<file path="config.mk">
export PLATFORM = sky130hd
export DESIGN_NAME = pe_req_capture
export DESIGN_NICKNAME = d
export VERILOG_FILES = /design/src/rtl/pe_pkg.sv /design/src/rtl/sync_edge_det.sv /design/src/rtl/pe_req_capture.sv
export SDC_FILE = /design/constraint.sdc
export NUM_CORES = 1
export LEC_CHECK = 0
export CAP_MARGIN = 30
export CORE_ASPECT_RATIO = 0.8
export CORE_UTILIZATION = 53
export CTS_BUF_LIST = sky130_fd_sc_hd__clkbuf_8
export DETAILED_ROUTE_END_ITERATION = 16
export GPL_ROUTABILITY_DRIVEN = 0
export GPL_TIMING_DRIVEN = 0
export PLACE_DENSITY_LB_ADDON = 0.2
export SLEW_MARGIN = 20
export SYNTH_ARGS = -nofsm -noshare
export SYNTH_HDL_FRONTEND = slang
export SYNTH_SLANG_ARGS = --single-unit
</file>
<file path="constraint.sdc">
create_clock -name clk -period 2.3 [get_ports clk]
set_input_delay 0.69 -clock clk [delete_from_list [all_inputs] [get_ports clk]]
set_output_delay 0.69 -clock clk [all_outputs]
set_load 0.01 [all_outputs]
</file>
<file path="src/rtl/pe_pkg.sv">
// ============================================================================
// Module   : pe_pkg
// Brief    : Shared constants, state codes and priority helper for pe_req_capture.
// Revision : 1.0 - initial release
// ============================================================================
`timescale 1ns/1ps
`default_nettype none

package pe_pkg;

   localparam int NCH = 4;

   typedef logic [1:0] state_t;

   localparam logic [1:0] IDLE    = 2'd0;
   localparam logic [1:0] PRESENT = 2'd1;
   localparam logic [1:0] GAP     = 2'd2;

   // One-hot of the highest set bit; later (higher) bits overwrite lower ones.
   function automatic logic [NCH-1:0] prio_onehot(input logic [NCH-1:0] v);
      logic [NCH-1:0] r;
      r = '0;
      for (int i = 0; i < NCH; i++) begin
         if (v[i]) begin
            r    = '0;
            r[i] = 1'b1;
         end
      end
      return r;
   endfunction

endpackage

`default_nettype wire

</file>
<file path="src/rtl/sync_edge_det.sv">
// ============================================================================
// Module   : sync_edge_det
// Brief    : One-channel multi-flop synchronizer with rising-edge or level event.
// Revision : 1.0 - initial release
// ============================================================================
`timescale 1ns/1ps
`default_nettype none

module sync_edge_det #(
   parameter int SYNC_STAGES = 2,
   parameter int EDGE_MODE   = 1
) (
   input  logic clk,
   input  logic rst_n,
   input  logic req_raw,
   output logic evt
);

   logic [SYNC_STAGES-1:0] r_sync;
   logic                   w_synced;

   always_ff @(posedge clk or negedge rst_n) begin
      if (!rst_n) begin
         r_sync <= '0;
      end else begin
         r_sync <= {r_sync[SYNC_STAGES-2:0], req_raw};
      end
   end

   assign w_synced = r_sync[SYNC_STAGES-1];

   generate
      if (EDGE_MODE != 0) begin : g_edge
         logic r_prev;

         always_ff @(posedge clk or negedge rst_n) begin
            if (!rst_n) begin
               r_prev <= 1'b0;
            end else begin
               r_prev <= w_synced;
            end
         end

         assign evt = w_synced & ~r_prev;
      end else begin : g_level
         assign evt = w_synced;
      end
   endgenerate

endmodule

`default_nettype wire

</file>
<file path="src/rtl/pe_req_capture.sv">
// ============================================================================
// Module   : pe_req_capture
// Brief    : Captures four async requests as sticky pend bits and presents one
//            stable one-hot request at a time to the priority encoder.
// Revision : 1.0 - initial release
// ============================================================================
`timescale 1ns/1ps
`default_nettype none

module pe_req_capture
   import pe_pkg::*;
#(
   parameter int SYNC_STAGES = 2,
   parameter int EDGE_MODE   = 1
) (
   input  logic           clk,
   input  logic           rst_n,
   input  logic [NCH-1:0] req_in,
   input  logic [NCH-1:0] mask,
   input  logic           ack,
   input  logic           clr_ovr,
   output logic [NCH-1:0] y_out,
   output logic           valid,
   output logic [NCH-1:0] pend,
   output logic [NCH-1:0] ovr
);

   logic [NCH-1:0] w_evt;
   logic [NCH-1:0] w_clr;
   logic [NCH-1:0] w_elig;
   logic [NCH-1:0] w_pend_nxt;
   logic [NCH-1:0] w_ovr_set;

   logic [NCH-1:0] r_pend;
   logic [NCH-1:0] r_ovr;
   logic [NCH-1:0] r_y;
   logic           r_valid;
   state_t         r_state;

   generate
      for (genvar gi = 0; gi < NCH; gi++) begin : g_chan
         sync_edge_det #(
            .SYNC_STAGES (SYNC_STAGES),
            .EDGE_MODE   (EDGE_MODE)
         ) u_sync (
            .clk     (clk),
            .rst_n   (rst_n),
            .req_raw (req_in[gi]),
            .evt     (w_evt[gi])
         );
      end
   endgenerate

   always_comb begin
      w_clr  = (r_state == PRESENT && ack) ? r_y : '0;
      w_elig = r_pend & ~mask;
   end

   // A fresh edge on the channel being acked re-arms it instead of flagging overrun.
   generate
      if (EDGE_MODE != 0) begin : g_edge_pend
         assign w_pend_nxt = (r_pend & ~w_clr) | w_evt;
         assign w_ovr_set  = w_evt & r_pend & ~w_clr;
      end else begin : g_level_pend
         assign w_pend_nxt = (r_pend | w_evt) & ~w_clr;
         assign w_ovr_set  = '0;
      end
   endgenerate

   always_ff @(posedge clk or negedge rst_n) begin
      if (!rst_n) begin
         r_pend <= '0;
         r_ovr  <= '0;
      end else begin
         r_pend <= w_pend_nxt;
         r_ovr  <= (clr_ovr ? '0 : r_ovr) | w_ovr_set;
      end
   end

   always_ff @(posedge clk or negedge rst_n) begin
      if (!rst_n) begin
         r_state <= IDLE;
         r_y     <= '0;
         r_valid <= 1'b0;
      end else begin
         case (r_state)
            IDLE: begin
               if (|w_elig) begin
                  r_y     <= prio_onehot(w_elig);
                  r_valid <= 1'b1;
                  r_state <= PRESENT;
               end
            end
            PRESENT: begin
               if (ack) begin
                  r_y     <= '0;
                  r_valid <= 1'b0;
                  r_state <= GAP;
               end
            end
            GAP: begin
               r_state <= IDLE;
            end
            default: begin
               r_y     <= '0;
               r_valid <= 1'b0;
               r_state <= IDLE;
            end
         endcase
      end
   end

   assign y_out = r_y;
   assign valid = r_valid;
   assign pend  = r_pend;
   assign ovr   = r_ovr;

endmodule

`default_nettype wire

</file>
==> results.md <==
* Status: complete, no violations
* CP Launch Type: input pin
* Critical path peak fanout at 4
* Port Buffers at 24
* TritonCTS clock tree: done
* # diodes at 0
* Fin. Hold Viols at 0
* Tcrit/Tclk final at 82.9%
* Boundary pin count at 25
* Worst Max-Slew Pin Slew at 0.572 ns
* DRC Markers at 0
* Adder-cell share of the synthesized area at 0%
* GRT overflow at 0
* Synthesis Warnings at 0
* H-tree depth at 1
* Register area at 676 sq um
* Leak at 0.558 nW
* Post-synth EDFFs at 0
* Cell chain of the critical path: clkdlybuf4s50_1 > nor2b_1 > or4_4 > nor2_2 > a221o_1
* Synth Area in Simple Gates at 15.0%
* Vias in the first global route at 633
* CP startpoint: mask[3]
* Fmax at 525 MHz
* Reg2reg start: r_state[0]
* Mapped Nets at 91
* Max cap viols at 0
* Clock skew at 0.00561 ns
* Via density at 5.17
* Final HPWL DP at 1330 microns
* Number of fill cells at 110
* Max-slew headroom at 61.9%
* Pins Over Slew Limit at 0
* Synth top area cells: dfrtp_1 (69%), nand2b_1 (3.8%), nor2b_1 (3.2%)
* Clk buf depth at 2
* Die Height at 40.4 microns
* DIE AREA at 2020 sq um
* Power, Total at 0.00113 W
* Largest family of logic cells by synthesized area: simple AND/OR/NAND/NOR gates
* Ys async rst share at 100%
* Starting Density at 58.3%
* Initial DRC Count at 9
* Yosys top cell by area: dfrtp_1
* Routed length per instance at 13.7 microns
* Type of the worst setup path: in2reg
* Share of layout cells above drive strength 1 at 7.48%
* Cell Rows at 13
* Post-synthesis sequential area ratio at 69.2%
* CTS root buf: clkbuf_8
* Final Net Count at 120
* Synth cell types at 22
* Synth Area in XOR/XNOR at 0%
* Resized cells post-CTS at 0
* Layout area overhead at 31.7%
* Pwr/cell area at 883 nW/um^2
* Multi-input gate area at 270 sq um
* Final non-filler cell total at 129
* Die X at 50.0 microns
* DR vias at 667
* Yosys reg bits at 27
* Synth Area in Compound Gates at 10.6%
* Gr usage total at 21.5%
* Area of the core at 1680 sq um
* Synth top area share at 69.2%
* Mux cell area share after synthesis at 2.05%
* Initial antenna violation count at 0
* # Post-CTS Setup Buffers at 0
* Pre-CTS setup slack at 0.107 ns
* CTS clk-pin slew, worst paths at 0.08 ns
* Final antenna-violating net count at 0
* Ys flop type: dfrtp_1
* Clk Latency, worst-skew pair at 0.27 ns
* Slowest CP cell: or4_4
* Crit path arrival time at 2.12 ns
* Cells after Synth at 79
* Final min period at 1.91 ns
* Hold buffer count at cts at 0
* Placed Cells at 125
* Total Wirelength at 1760 microns
* Global-route wire length before repair at 2860 microns
* Worst min path class: reg2reg
* Synth Cell Area at 976 sq um
* CTS sink cnt at 27
* CP Data Required Time at 2.51 ns
* Pre-Repair DR Iteration Count at 3
* Worst vdd ir at 0.522 mV
* Critical path's largest stage delay at 0.57 ns
* Final Setup Violations at 0
* Setup crit end kind: flip-flop
* RSZ-0062 raised after global routing: no
* Synthesized area per cell at 12.4 sq um
* Post-Route Setup TNS at 0 ns
* Hold Path Origin: g_chan[3].u_sync.r_sync[0]
* Largest net degree at the start of global routing at 28
* Setup ws final at 0.394 ns
* Total CTS buffers at 3
==> synthesized netlist by cell type (2+ instances only) <==
master	instances
nor2_1	4
nand3_1	2
o22ai_1	4
nand2_1	6
o21ai_0	3
dfrtp_1	27
mux2i_1	2
nor2b_1	5
nand2b_1	6
inv_1	8
==> worst paths after layout <==
| kind | end | slack [ns] | depth (start not counted) |
|---|---|---|---|
| hold / removal | g_chan[3].u_sync.r_sync[1] | 0.36 | 0 |
| min in group asynchronous | g_chan[0].u_sync.r_sync[0] | 0.40 | 1 |
| max in group asynchronous | y_out[3] | 1.52 | 1 |
| setup reg to reg | y_out[3] | 0.63 | 4 |
| setup / recovery | y_out[3] | 0.39 | 5 |
| hold reg to reg | g_chan[3].u_sync.r_sync[1] | 0.36 | 0 |
==> where the power goes <==
part	switching (W)	total [W]	internal, W
clock	0.000141	0.000262	0.000121
sequential	0.0000498	0.000590	0.000540
combinational	0.000129	0.000283	0.000154
total	0.000320	0.00113	0.000815
==> cell usage in the layout, fill, tap and decap left out, types with 3 or more instances in the layout <==
cell              n
inv_1             8
clkdlybuf4s50_1  23
dfrtp_1          27
o21ai_0           3
o22ai_1           4
clkbuf_8          3
nand2b_1          6
nor2_1            4
nand2_1           6
nor2b_1           5
==> metal layers <==
layer	global-route usage (%)	part of all wire (%)	vias up
li1	-	-	319
met3	5.68	3.7	4
met4	12.9	2.2	0
met2	37.2	49	17
met1	25.2	45	327
met5	0	0	-
==> logic make-up after synthesis <==
kind of cell           after synthesis
flip-flops                          27
multiplexers                         2
buffers and inverters                8
AND/OR/NAND/NOR                     27
AO/OA/AOI/OAI                       15
==> layout make-up <==
class,count,share of cell area (%)
Multi-Input combinational cell,44,21.0
Clock inverter,1,0.389
Inverter,8,2.34
Clock buffer,3,3.21
Timing Repair Buffer,24,18.3
Sequential cell,27,52.6
Tap cell,22,2.14
==> critical path, delay by kind of cell <==
family | cells | cell delay (ns)
simple gates | 3 | 0.79
compound gates | 1 | 0.18
buf+inv | 1 | 0.45
==> state kept, by name, indices dropped and copies added (netlist names) <==
| name | cells |
|---|---|
| g_chan.u_sync.r_sync | 8 |
| g_chan.u_sync.g_edge.r_prev | 4 |
| ovr | 4 |
| pend | 4 |
| y_out | 4 |
| r_state | 2 |
| valid | 1 |
==> stage by stage <==
stage	util (%)	hold slack (ns)	instance area [sq um]
after floorplan	-	0.331	976
after global placement	74.2	0.333	1240
after detailed placement	73.9	0.337	1240
after CTS	76.7	0.362	1280
after global routing	76.7	0.372	1280
final	76.7	0.357	1280
No activity file was read; power rests on OpenSTA's default activity.
